$ cat src/rtl/money_pkg.sv
// Shared coin codes, default coin values and the code-to-value mapping
// used by the money accumulator and its coin edge detector.
package money_pkg;

    localparam int unsigned COIN_W = 2;

    localparam logic [COIN_W-1:0] COIN_NONE = 2'b00;
    localparam logic [COIN_W-1:0] COIN_1    = 2'b01;
    localparam logic [COIN_W-1:0] COIN_2    = 2'b10;
    localparam logic [COIN_W-1:0] COIN_3    = 2'b11;

    localparam int unsigned COIN1_VAL_DEF = 1;
    localparam int unsigned COIN2_VAL_DEF = 5;
    localparam int unsigned COIN3_VAL_DEF = 10;

    // Value of a coin code; the caller supplies its configured coin values.
    function automatic int unsigned coin_value(
        input logic [COIN_W-1:0] code,
        input int unsigned       v1,
        input int unsigned       v2,
        input int unsigned       v3
    );
        int unsigned val;
        val = 0;
        case (code)
            COIN_1:  val = v1;
            COIN_2:  val = v2;
            COIN_3:  val = v3;
            default: val = 0;
        endcase
        return val;
    endfunction

endpackage

$ cat src/rtl/coin_edge_detect.sv
// Flags a coin insert on the 00 -> nonzero transition of the coin code.
// Holding a code, or moving between nonzero codes, produces no new event.
module coin_edge_detect
    import money_pkg::*;
(
    input  logic              clk,
    input  logic              reset,
    input  logic [COIN_W-1:0] coin_in,
    output logic              coin_event,
    output logic [COIN_W-1:0] coin_code
);

    logic [COIN_W-1:0] prev_coin_q;
    logic [COIN_W-1:0] prev_coin_d;

    always_comb begin
        prev_coin_d = coin_in;
    end

    always_ff @(posedge clk) begin
        if (reset) begin
            prev_coin_q <= COIN_NONE;
        end else begin
            prev_coin_q <= prev_coin_d;
        end
    end

    assign coin_event = (coin_in != COIN_NONE) && (prev_coin_q == COIN_NONE);
    assign coin_code  = coin_in;

endmodule

$ cat src/rtl/money_accumulator.sv
// Credit accumulator for the vending machine: coin crediting with a ceiling,
// spend request/ack/nak handshake and refund-all, evaluated refund > spend > coin.
module money_accumulator
    import money_pkg::*;
#(
    parameter int unsigned AMOUNT_W   = 8,
    parameter int unsigned MAX_AMOUNT = 99,
    parameter int unsigned COIN1_VAL  = COIN1_VAL_DEF,
    parameter int unsigned COIN2_VAL  = COIN2_VAL_DEF,
    parameter int unsigned COIN3_VAL  = COIN3_VAL_DEF,
    parameter bit          CLAMP_MODE = 1'b0
) (
    input  logic                clk,
    input  logic                reset,
    input  logic [COIN_W-1:0]   coin_in,
    input  logic                spend_req,
    input  logic [AMOUNT_W-1:0] spend_amount,
    output logic                spend_ack,
    output logic                spend_nak,
    input  logic                refund_req,
    output logic                refund_valid,
    output logic [AMOUNT_W-1:0] refund_amount,
    output logic [AMOUNT_W-1:0] total_amount,
    output logic                coin_accepted,
    output logic                coin_rejected,
    output logic                full
);

    localparam int unsigned SUM_W = AMOUNT_W + 1;
    localparam logic [SUM_W-1:0]    MAX_EXT = SUM_W'(MAX_AMOUNT);
    localparam logic [AMOUNT_W-1:0] MAX_AMT = AMOUNT_W'(MAX_AMOUNT);

    logic              coin_event;
    logic [COIN_W-1:0] coin_code;

    coin_edge_detect u_coin_edge (
        .clk        (clk),
        .reset      (reset),
        .coin_in    (coin_in),
        .coin_event (coin_event),
        .coin_code  (coin_code)
    );

    logic [SUM_W-1:0] coin_val_ext;
    assign coin_val_ext = SUM_W'(coin_value(coin_code, COIN1_VAL, COIN2_VAL, COIN3_VAL));

    logic [AMOUNT_W-1:0] total_q, total_d;
    logic [AMOUNT_W-1:0] refund_amt_q, refund_amt_d;
    logic                spend_ack_q, spend_ack_d;
    logic                spend_nak_q, spend_nak_d;
    logic                refund_valid_q, refund_valid_d;
    logic                coin_acc_q, coin_acc_d;
    logic                coin_rej_q, coin_rej_d;
    logic                full_q, full_d;
    logic [AMOUNT_W-1:0] post_spend;
    logic [SUM_W-1:0]    sum_ext;

    // Next credit and pulses: refund wins outright, otherwise spend then coin.
    always_comb begin
        total_d        = total_q;
        refund_amt_d   = refund_amt_q;
        spend_ack_d    = 1'b0;
        spend_nak_d    = 1'b0;
        refund_valid_d = 1'b0;
        coin_acc_d     = 1'b0;
        coin_rej_d     = 1'b0;
        post_spend     = total_q;
        sum_ext        = '0;

        if (refund_req) begin
            refund_amt_d   = total_q;
            refund_valid_d = 1'b1;
            total_d        = '0;
            spend_nak_d    = spend_req;
            coin_rej_d     = coin_event;
        end else begin
            if (spend_req) begin
                if (spend_amount <= total_q) begin
                    post_spend  = total_q - spend_amount;
                    spend_ack_d = 1'b1;
                end else begin
                    spend_nak_d = 1'b1;
                end
            end
            total_d = post_spend;
            // Sum one bit wider than the credit so an oversized coin cannot wrap.
            sum_ext = {1'b0, post_spend} + coin_val_ext;
            if (coin_event) begin
                if (sum_ext <= MAX_EXT) begin
                    total_d    = AMOUNT_W'(sum_ext);
                    coin_acc_d = 1'b1;
                end else if (CLAMP_MODE) begin
                    total_d    = MAX_AMT;
                    coin_acc_d = 1'b1;
                end else begin
                    coin_rej_d = 1'b1;
                end
            end
        end

        full_d = (total_d == MAX_AMT);
    end

    always_ff @(posedge clk) begin
        if (reset) begin
            total_q        <= '0;
            refund_amt_q   <= '0;
            spend_ack_q    <= 1'b0;
            spend_nak_q    <= 1'b0;
            refund_valid_q <= 1'b0;
            coin_acc_q     <= 1'b0;
            coin_rej_q     <= 1'b0;
            full_q         <= 1'b0;
        end else begin
            total_q        <= total_d;
            refund_amt_q   <= refund_amt_d;
            spend_ack_q    <= spend_ack_d;
            spend_nak_q    <= spend_nak_d;
            refund_valid_q <= refund_valid_d;
            coin_acc_q     <= coin_acc_d;
            coin_rej_q     <= coin_rej_d;
            full_q         <= full_d;
        end
    end

    assign total_amount  = total_q;
    assign refund_amount = refund_amt_q;
    assign spend_ack     = spend_ack_q;
    assign spend_nak     = spend_nak_q;
    assign refund_valid  = refund_valid_q;
    assign coin_accepted = coin_acc_q;
    assign coin_rejected = coin_rej_q;
    assign full          = full_q;

endmodule

$ cat config.mk
export PLATFORM = sky130hd
export DESIGN_NAME = money_accumulator
export DESIGN_NICKNAME = d
export VERILOG_FILES = /design/src/rtl/money_pkg.sv /design/src/rtl/coin_edge_detect.sv /design/src/rtl/money_accumulator.sv
export SDC_FILE = /design/constraint.sdc
export NUM_CORES = 1
export LEC_CHECK = 0
export ABC_AREA = 1
export BUFFER_PORTS_ARGS = -buffer_cell sky130_fd_sc_hd__buf_2
export CAP_MARGIN = 30
export CORE_UTILIZATION = 56
export CTS_CLUSTER_SIZE = 8
export DETAILED_ROUTE_END_ITERATION = 10
export PLACE_DENSITY = 0.77
export SYNTH_ARGS = -nofsm -noshare
export SYNTH_HDL_FRONTEND = slang
export SYNTH_SLANG_ARGS = --single-unit
export TNS_END_PERCENT = 5
$ cat constraint.sdc
create_clock -name clk -period 4.4 [get_ports clk]
set_input_delay 0.66 -clock clk [delete_from_list [all_inputs] [get_ports clk]]
set_output_delay 0.66 -clock clk [all_outputs]
set_load 0.1 [all_outputs]
==> results of run 1 <==
## routing by layer
metal,share of wire (%),global-route usage (%),wire length (um)
met4,1.9,10.4,80
met5,0,0,0
met2,47,41.5,1970
met1,47,30.4,1940
met3,4.3,3.15,179
## cells by family (layout without fill, tap and decap cells)
kind of cell             count (synthesis)  in the layout  share of synthesized area (%)
buffers and inverters                   55             93                           11.2
AO/OA/AOI/OAI                           22             22                           7.83
XOR/XNOR                                 3              3                           1.35
flip-flops                              24             24                           24.6
adder cells (fa/ha/maj)                 17             17                           11.7
AND/OR/NAND/NOR                        162            162                           43.4
## registers in the layout (all words and copies together) (netlist names)
name                     flops
full                         1
refund_valid                 1
u_coin_edge.prev_coin_q      2
spend_nak                    1
coin_rejected                1
coin_accepted                1
refund_amount                8
total_amount                 8
spend_ack                    1
## power breakdown
| group | switching (mW) | internal, mW | leakage (nW) | total (mW) |
|---|---|---|---|---|
| clock | 0.0708 | 0.0922 | 0.0279 | 0.163 |
| sequential | 0.00568 | 0.226 | 0.196 | 0.232 |
| combinational | 0.160 | 0.0613 | 1.02 | 0.221 |
| total | 0.237 | 0.380 | 1.24 | 0.616 |
## critical path, stage by stage (launching register included)
cell,delay (ns)
dfxtp_1,0.34
inv_1,0.11
ha_1,0.16
inv_1,0.07
fa_1,0.37
nand2_1,0.10
nand2_2,0.09
nand3_2,0.10
nand3_4,0.11
nand2_4,0.14
nand2_1,0.06
o21ai_0,0.11
inv_1,0.08
ha_1,0.23
fa_1,0.40
a31oi_1,0.30
inv_1,0.12
nand3_1,0.10
nor2_1,0.05
nor2_1,0.08
nor2_1,0.06
nand2_2,0.08
nand4_4,0.13
nand2_1,0.12
nand3_1,0.10
nor2_1,0.11
nand2_1,0.06
nor2_1,0.09
## final timing paths
| check | start | end | slack (ns) |
|---|---|---|---|
| worst max-delay path | total_amount[0] | full | 0.50 |
| worst min-delay path | refund_amount[2] | refund_amount[2] | 0.47 |
| worst max register to register | total_amount[0] | full | 0.50 |
| worst min register to register | refund_amount[2] | refund_amount[2] | 0.47 |
## final cells by class
type / instances / share of cell area [%]
multi-input combinational: 204 / 56.3
sequential: 24 / 21.6
inverter: 53 / 8.94
timing repair buffer: 36 / 8.21
tap: 46 / 2.59
clock inverter: 1 / 1.35
clock buffer: 3 / 1.01
## cells in the final DEF, fill, tap and decap left out, types with 2 or more instances in the layout
| master | Yosys | final |
|---|---|---|
| a21oi_1 | 2 | 2 |
| o21ai_0 | 11 | 11 |
| nand3_2 | 6 | 6 |
| nand2_1 | 73 | 73 |
| inv_1 | 50 | 50 |
| nor2_4 | 3 | 3 |
| ha_1 | 15 | 15 |
| nor2_2 | 4 | 4 |
| nor2_1 | 22 | 22 |
| clkbuf_4 | 0 | 3 |
| o21ai_2 | 2 | 2 |
| nand2_2 | 11 | 11 |
| a21oi_4 | 2 | 2 |
| nand3_4 | 2 | 2 |
| nand4_1 | 11 | 11 |
| xor2_1 | 3 | 3 |
| inv_2 | 2 | 2 |
| dfxtp_1 | 24 | 24 |
| nand2_4 | 3 | 3 |
| nand3b_1 | 2 | 2 |
| nand3_1 | 20 | 20 |
| buf_2 | 0 | 35 |
| fa_1 | 2 | 2 |
==> results.sh, run 1 <==
export IMPL_cts_sinks=24
export IMPL_syn_area_per_cell_um2=6.89
export IMPL_routed_wl_mm=4.17
export IMPL_viasPerCell=4.99
export IMPL_clockBufferDepth=2
export IMPL_antenna_left=0
export IMPL_worst_setup_path_end_kind="register"
export IMPL_r2r_cells=27
export IMPL_postLayoutCellArea_um2=2220
export IMPL_setup_tns_ns=0
export IMPL_relSlewSlack_pct=56.8
export IMPL_hold_path_class="reg -> reg"
export IMPL_clock_skew_ns=0.00414
export IMPL_num_rows=21
export IMPL_antenna_found_initial=0
export IMPL_cts_setup_buffers=0
export IMPL_yosysSeqAreaShare_pct=24.6
export IMPL_ys_warn_count=0
export IMPL_core_area_um2=3340
export IMPL_syn_inst=283
export IMPL_dieWidth_um=61.0
export IMPL_die_y_um=61.0
export IMPL_hold_viol_final=0
export IMPL_leakage_nw=1.24
export IMPL_grt_pass1_vias=1582
export IMPL_drv_cap=0
export IMPL_setup_viol_count_final=0
export IMPL_grt_first_pass_wirelength_mm=6.53
export IMPL_hold_buffers=0
export IMPL_cts_resized=0
export IMPL_post_place_cells=363
export IMPL_ir_drop_v=0.000156
export IMPL_multiInputGateArea_um2=1250
export IMPL_grt_ovfl_total=0
export IMPL_wire_per_inst_um=11.3
export IMPL_placed_area_um2=2170
export IMPL_fillerInstances=314
export IMPL_fmax_ghz=0.256
export IMPL_ctsHtreeMaxLevel=1
export IMPL_drive_gt1_share_pct=24.3
export IMPL_gp_congestion=0.934
export IMPL_final_cells=367
export IMPL_worstPathMaxFanout=10
export IMPL_min_period_ns=3.90
export IMPL_dpl_worst_slack_ns=0.210
export IMPL_cts_tree="yes"
export IMPL_finalMaxSlewViolations=0
export IMPL_root_buffer="clkbuf_4"
export IMPL_critPathArrivalTime_ns=4.18
export IMPL_synth_top_cell_area_share_pct=24.6
export IMPL_drtIter0Drc=100
export IMPL_setup_ws_ns=0.500
export IMPL_path_clk_slew_ns=0.14
export IMPL_synth_ff_type="dfxtp_1"
export IMPL_syn_num_nets=314
export IMPL_synthDistinctLibCells=34
export IMPL_power_uw=616
export IMPL_cts_buffers_inserted=3
export IMPL_grt_max_degree=15
export IMPL_ios=36
export IMPL_hold_depth=2
export IMPL_drc=0
export IMPL_synthTopCellsByArea="dfxtp_1 25%, nand2_1 14%, ha_1 9.6%, inv_1 9.6%, nand3_1 5.1%"
export IMPL_io_buffer_count=35
export IMPL_dieArea_um2=3720
export IMPL_fin_crit_sh_pct=88.6
export IMPL_areaGrowthSynthToFinish_pct=14.0
export IMPL_fin_util_pct=66.7
export IMPL_whs_ns=0.471
export IMPL_diodes=0
export IMPL_hpwl_mm=3.48
export IMPL_cp_start_kind="register"
export IMPL_synth_edf_count=0
export IMPL_floorplan_initialDensity_pct=58.5
export IMPL_synthTopCellsByCount="73 x nand2_1, 50 x inv_1, 24 x dfxtp_1"
export IMPL_regArea_um2=480
export IMPL_globalRouteTotalUtil_pct=24.2
export IMPL_required_ns=4.68
export IMPL_firstDrtPassIters=4
export IMPL_yosysMostFrequentCell="nand2_1"
export IMPL_num_vias=1833
export IMPL_synth_seq_cells=24
export IMPL_clk_latency_ns=0.32
export IMPL_rsz0062_at_grt="false"
export IMPL_nets=353
export IMPL_outcome="complete, no violations"
export IMPL_path_class="reg -> reg"
export IMPL_tightest_slew_ns=0.645
export IMPL_p_per_area_nw_per_um2=277
export IMPL_post_synth_instance_area_um2=1950
export IMPL_async_flop_share_pct=0
export IMPL_synth_area_leader_cell="dfxtp_1"
(Power assumes the default switching activity.)
==> run 2: changes to the inputs <==
--- a/config.mk
+++ b/config.mk
@@ -5,13 +5,12 @@
 export SDC_FILE = /design/constraint.sdc
 export NUM_CORES = 1
 export LEC_CHECK = 0
-export ABC_AREA = 1
 export BUFFER_PORTS_ARGS = -buffer_cell sky130_fd_sc_hd__buf_2
 export CAP_MARGIN = 30
-export CORE_UTILIZATION = 56
+export CORE_UTILIZATION = 55
 export CTS_CLUSTER_SIZE = 8
 export DETAILED_ROUTE_END_ITERATION = 10
-export PLACE_DENSITY = 0.77
+export PLACE_DENSITY = 0.76
 export SYNTH_ARGS = -nofsm -noshare
 export SYNTH_HDL_FRONTEND = slang
 export SYNTH_SLANG_ARGS = --single-unit
==> results.sh, run 2 <==
export IMPL_synthTopCellsByArea="dfxtp_1 26%, ha_1 10%, mux2i_1 8.5%, nor2_1 4.2%, nand2_1 3.4%"
export IMPL_wl_met1_mm=2.31
export IMPL_setup_tns_ns=0
export IMPL_synth_top_cell_area_share_pct=25.6
export IMPL_synth_seq_cells=24
export IMPL_num_rows=20
export IMPL_antenna_left=0
export IMPL_syn_num_nets=252
export IMPL_firstDrtPassIters=5
export IMPL_antenna_found_initial=0
export IMPL_outcome="complete, no violations"
export IMPL_worstPathMaxFanout=6
export IMPL_dr_max_layer_used="met4"
export IMPL_synthDistinctLibCells=55
export IMPL_floorplan_initialDensity_pct=59.5
export IMPL_whs_ns=0.514
export IMPL_nets=316
export IMPL_hold_path_class="reg -> reg"
export IMPL_cts_setup_buffers=0
export IMPL_post_synth_instance_area_um2=1880
export IMPL_critPathArrivalTime_ns=4.45
export IMPL_ys_warn_count=0
export IMPL_layout_commonest_cell="buf_2"
export IMPL_post_place_cells=324
export IMPL_async_flop_share_pct=0
export IMPL_leakage_nw=1.17
export IMPL_r2r_cells=18
export IMPL_yosysMostFrequentCell="dfxtp_1"
export IMPL_relSlewSlack_pct=32.4
export IMPL_gp_congestion=0.941
export IMPL_cts_buffers_inserted=3
export IMPL_clockBufferDepth=2
export IMPL_synth_area_leader_cell="dfxtp_1"
export IMPL_num_vias=1914
export IMPL_ctsHtreeMaxLevel=1
export IMPL_viasPerCell=5.84
export IMPL_dieArea_um2=3650
export IMPL_p_int_uw=371
export IMPL_fin_util_pct=76.5
export IMPL_min_period_ns=4.19
export IMPL_synth_edf_count=0
export IMPL_cts_tree="yes"
export IMPL_dieWidth_um=60.4
export IMPL_p_clk_share_pct=30.4
export IMPL_path_class="reg -> reg"
export IMPL_fmax_ghz=0.238
export IMPL_grt_first_pass_wirelength_mm=7.90
export IMPL_tightest_slew_ns=1.01
export IMPL_globalRouteTotalUtil_pct=28.8
export IMPL_yosysSeqAreaShare_pct=25.6
export IMPL_hold_viol_final=0
export IMPL_final_cells=328
export IMPL_setup_ws_ns=0.206
export IMPL_dr_wl_met3_um=178
export IMPL_io_buffer_count=35
export IMPL_hold_depth=2
export IMPL_hpwl_mm=3.68
export IMPL_clock_skew_ns=0.00727
export IMPL_syn_area_per_cell_um2=8.49
export IMPL_cp_start_kind="register"
export IMPL_required_ns=4.65
export IMPL_layout_common_cells="35 x buf_2, 32 x buf_4, 20 x nor2_1, 17 x nand2_1, 16 x dfxtp_1"
export IMPL_ios=36
export IMPL_finalMaxSlewViolations=0
export IMPL_grt_ovfl_total=0
export IMPL_synthTopCellsByCount="24 x dfxtp_1, 21 x nor2_1, 17 x nand2_1"
export IMPL_drtIter0Drc=107
export IMPL_ir_drop_v=0.000211
export IMPL_fin_crit_sh_pct=95.3
export IMPL_drv_cap=0
export IMPL_path_clk_slew_ns=0.15
export IMPL_root_buffer="clkbuf_4"
export IMPL_placed_area_um2=2320
export IMPL_wire_per_inst_um=14.9
export IMPL_drc=0
export IMPL_power_uw=543
export IMPL_cts_sinks=24
export IMPL_routed_wl_mm=4.87
export IMPL_clk_latency_ns=0.32
export IMPL_p_sw_share_pct=31.7
export IMPL_grt_pass1_vias=1749
export IMPL_setup_viol_count_final=0
export IMPL_pwr_share_seq_pct=41.5
export IMPL_areaGrowthSynthToFinish_pct=28.6
export IMPL_postLayoutCellArea_um2=2410
export IMPL_worst_setup_path_end_kind="register"
export IMPL_dr_wl_met2_mm=2.29
export IMPL_hold_buffers=0
export IMPL_core_area_um2=3150
export IMPL_dpl_worst_slack_ns=-0.213
export IMPL_switchingPower_uw=172
export IMPL_grt_max_degree=17
export IMPL_die_y_um=60.4
export IMPL_diodes=0
export IMPL_syn_inst=221
export IMPL_p_per_area_nw_per_um2=225
export IMPL_drive_gt1_share_pct=35.2
export IMPL_synth_ff_type="dfxtp_1"
export IMPL_comb_power_share_pct=28.2
-- run 2: timing repair --
item | in CTS | in global routing
setup endpoints to repair | 0 | 8
endpoints found under the hold margin | 0 | 0
resized for setup | 0 | 11
-- run 2: cell families (layout without fill, tap and decap cells) --
kind of cell / Yosys count / in the layout / share of synthesized area (%)
muxes: 18 / 18 / 9.87
DFF: 24 / 24 / 25.6
AOI/OAI and AO/OA: 63 / 63 / 26.5
xor gates and xnor gates: 4 / 4 / 1.87
buffers and inverters: 22 / 85 / 4.53
adders and majority gates: 17 / 17 / 12.1
and+or+nand+nor: 73 / 73 / 19.5
-- run 2: worst paths after layout --
path | from | endpoint | slack (ns)
max | total_amount[0] | total_amount[1] | 0.21
min | refund_amount[3] | refund_amount[3] | 0.51
max reg2reg | total_amount[0] | total_amount[1] | 0.21
min reg2reg | refund_amount[3] | refund_amount[3] | 0.51
-- run 2: layout make-up --
class	instances	area (um2)
repair buffers	67	415
clock buffers	3	22.5
clock inverters	1	30.0
well taps	44	55.1
fillers	251	739
multi-input cells	175	1350
inverters	14	52.6
flip-flops and latches	24	490
-- run 2: power groups by stage --
| stage | clock (mW) | sequential (mW) | combinational (mW) |
|---|---|---|---|
| 4_1_cts | 0.165 | 0.225 | 0.147 |
| 3_3_place_gp | 0 | 0.230 | 0.144 |
| 6_report | 0.165 | 0.225 | 0.153 |
| 5_1_grt | 0.177 | 0.226 | 0.164 |
| 3_5_place_dp | 0 | 0.230 | 0.146 |
| 2_1_floorplan | 0 | 0.258 | 0.0739 |
-- run 2: worst max-delay path: stages, from the launching register on --
cell	delay [ns]
dfxtp_2	0.35
inv_1	0.07
ha_1	0.16
inv_1	0.05
fa_1	0.42
a211oi_4	0.27
o21ai_0	0.21
a22oi_2	0.27
buf_4	0.19
a21o_1	0.17
ha_1	0.27
buf_4	0.16
a211oi_1	0.16
nor2_1	0.12
nor3_2	0.16
mux2i_2	0.13
a311o_2	0.39
a31oi_4	0.34
mux2i_1	0.23
-- run 2: metal layers --
layer | vias up | track usage, %
met5 | - | 0
met4 | 0 | 11.4
met3 | 8 | 3.41
met2 | 53 | 47.6
met1 | 913 | 38.6
li1 | 940 | -
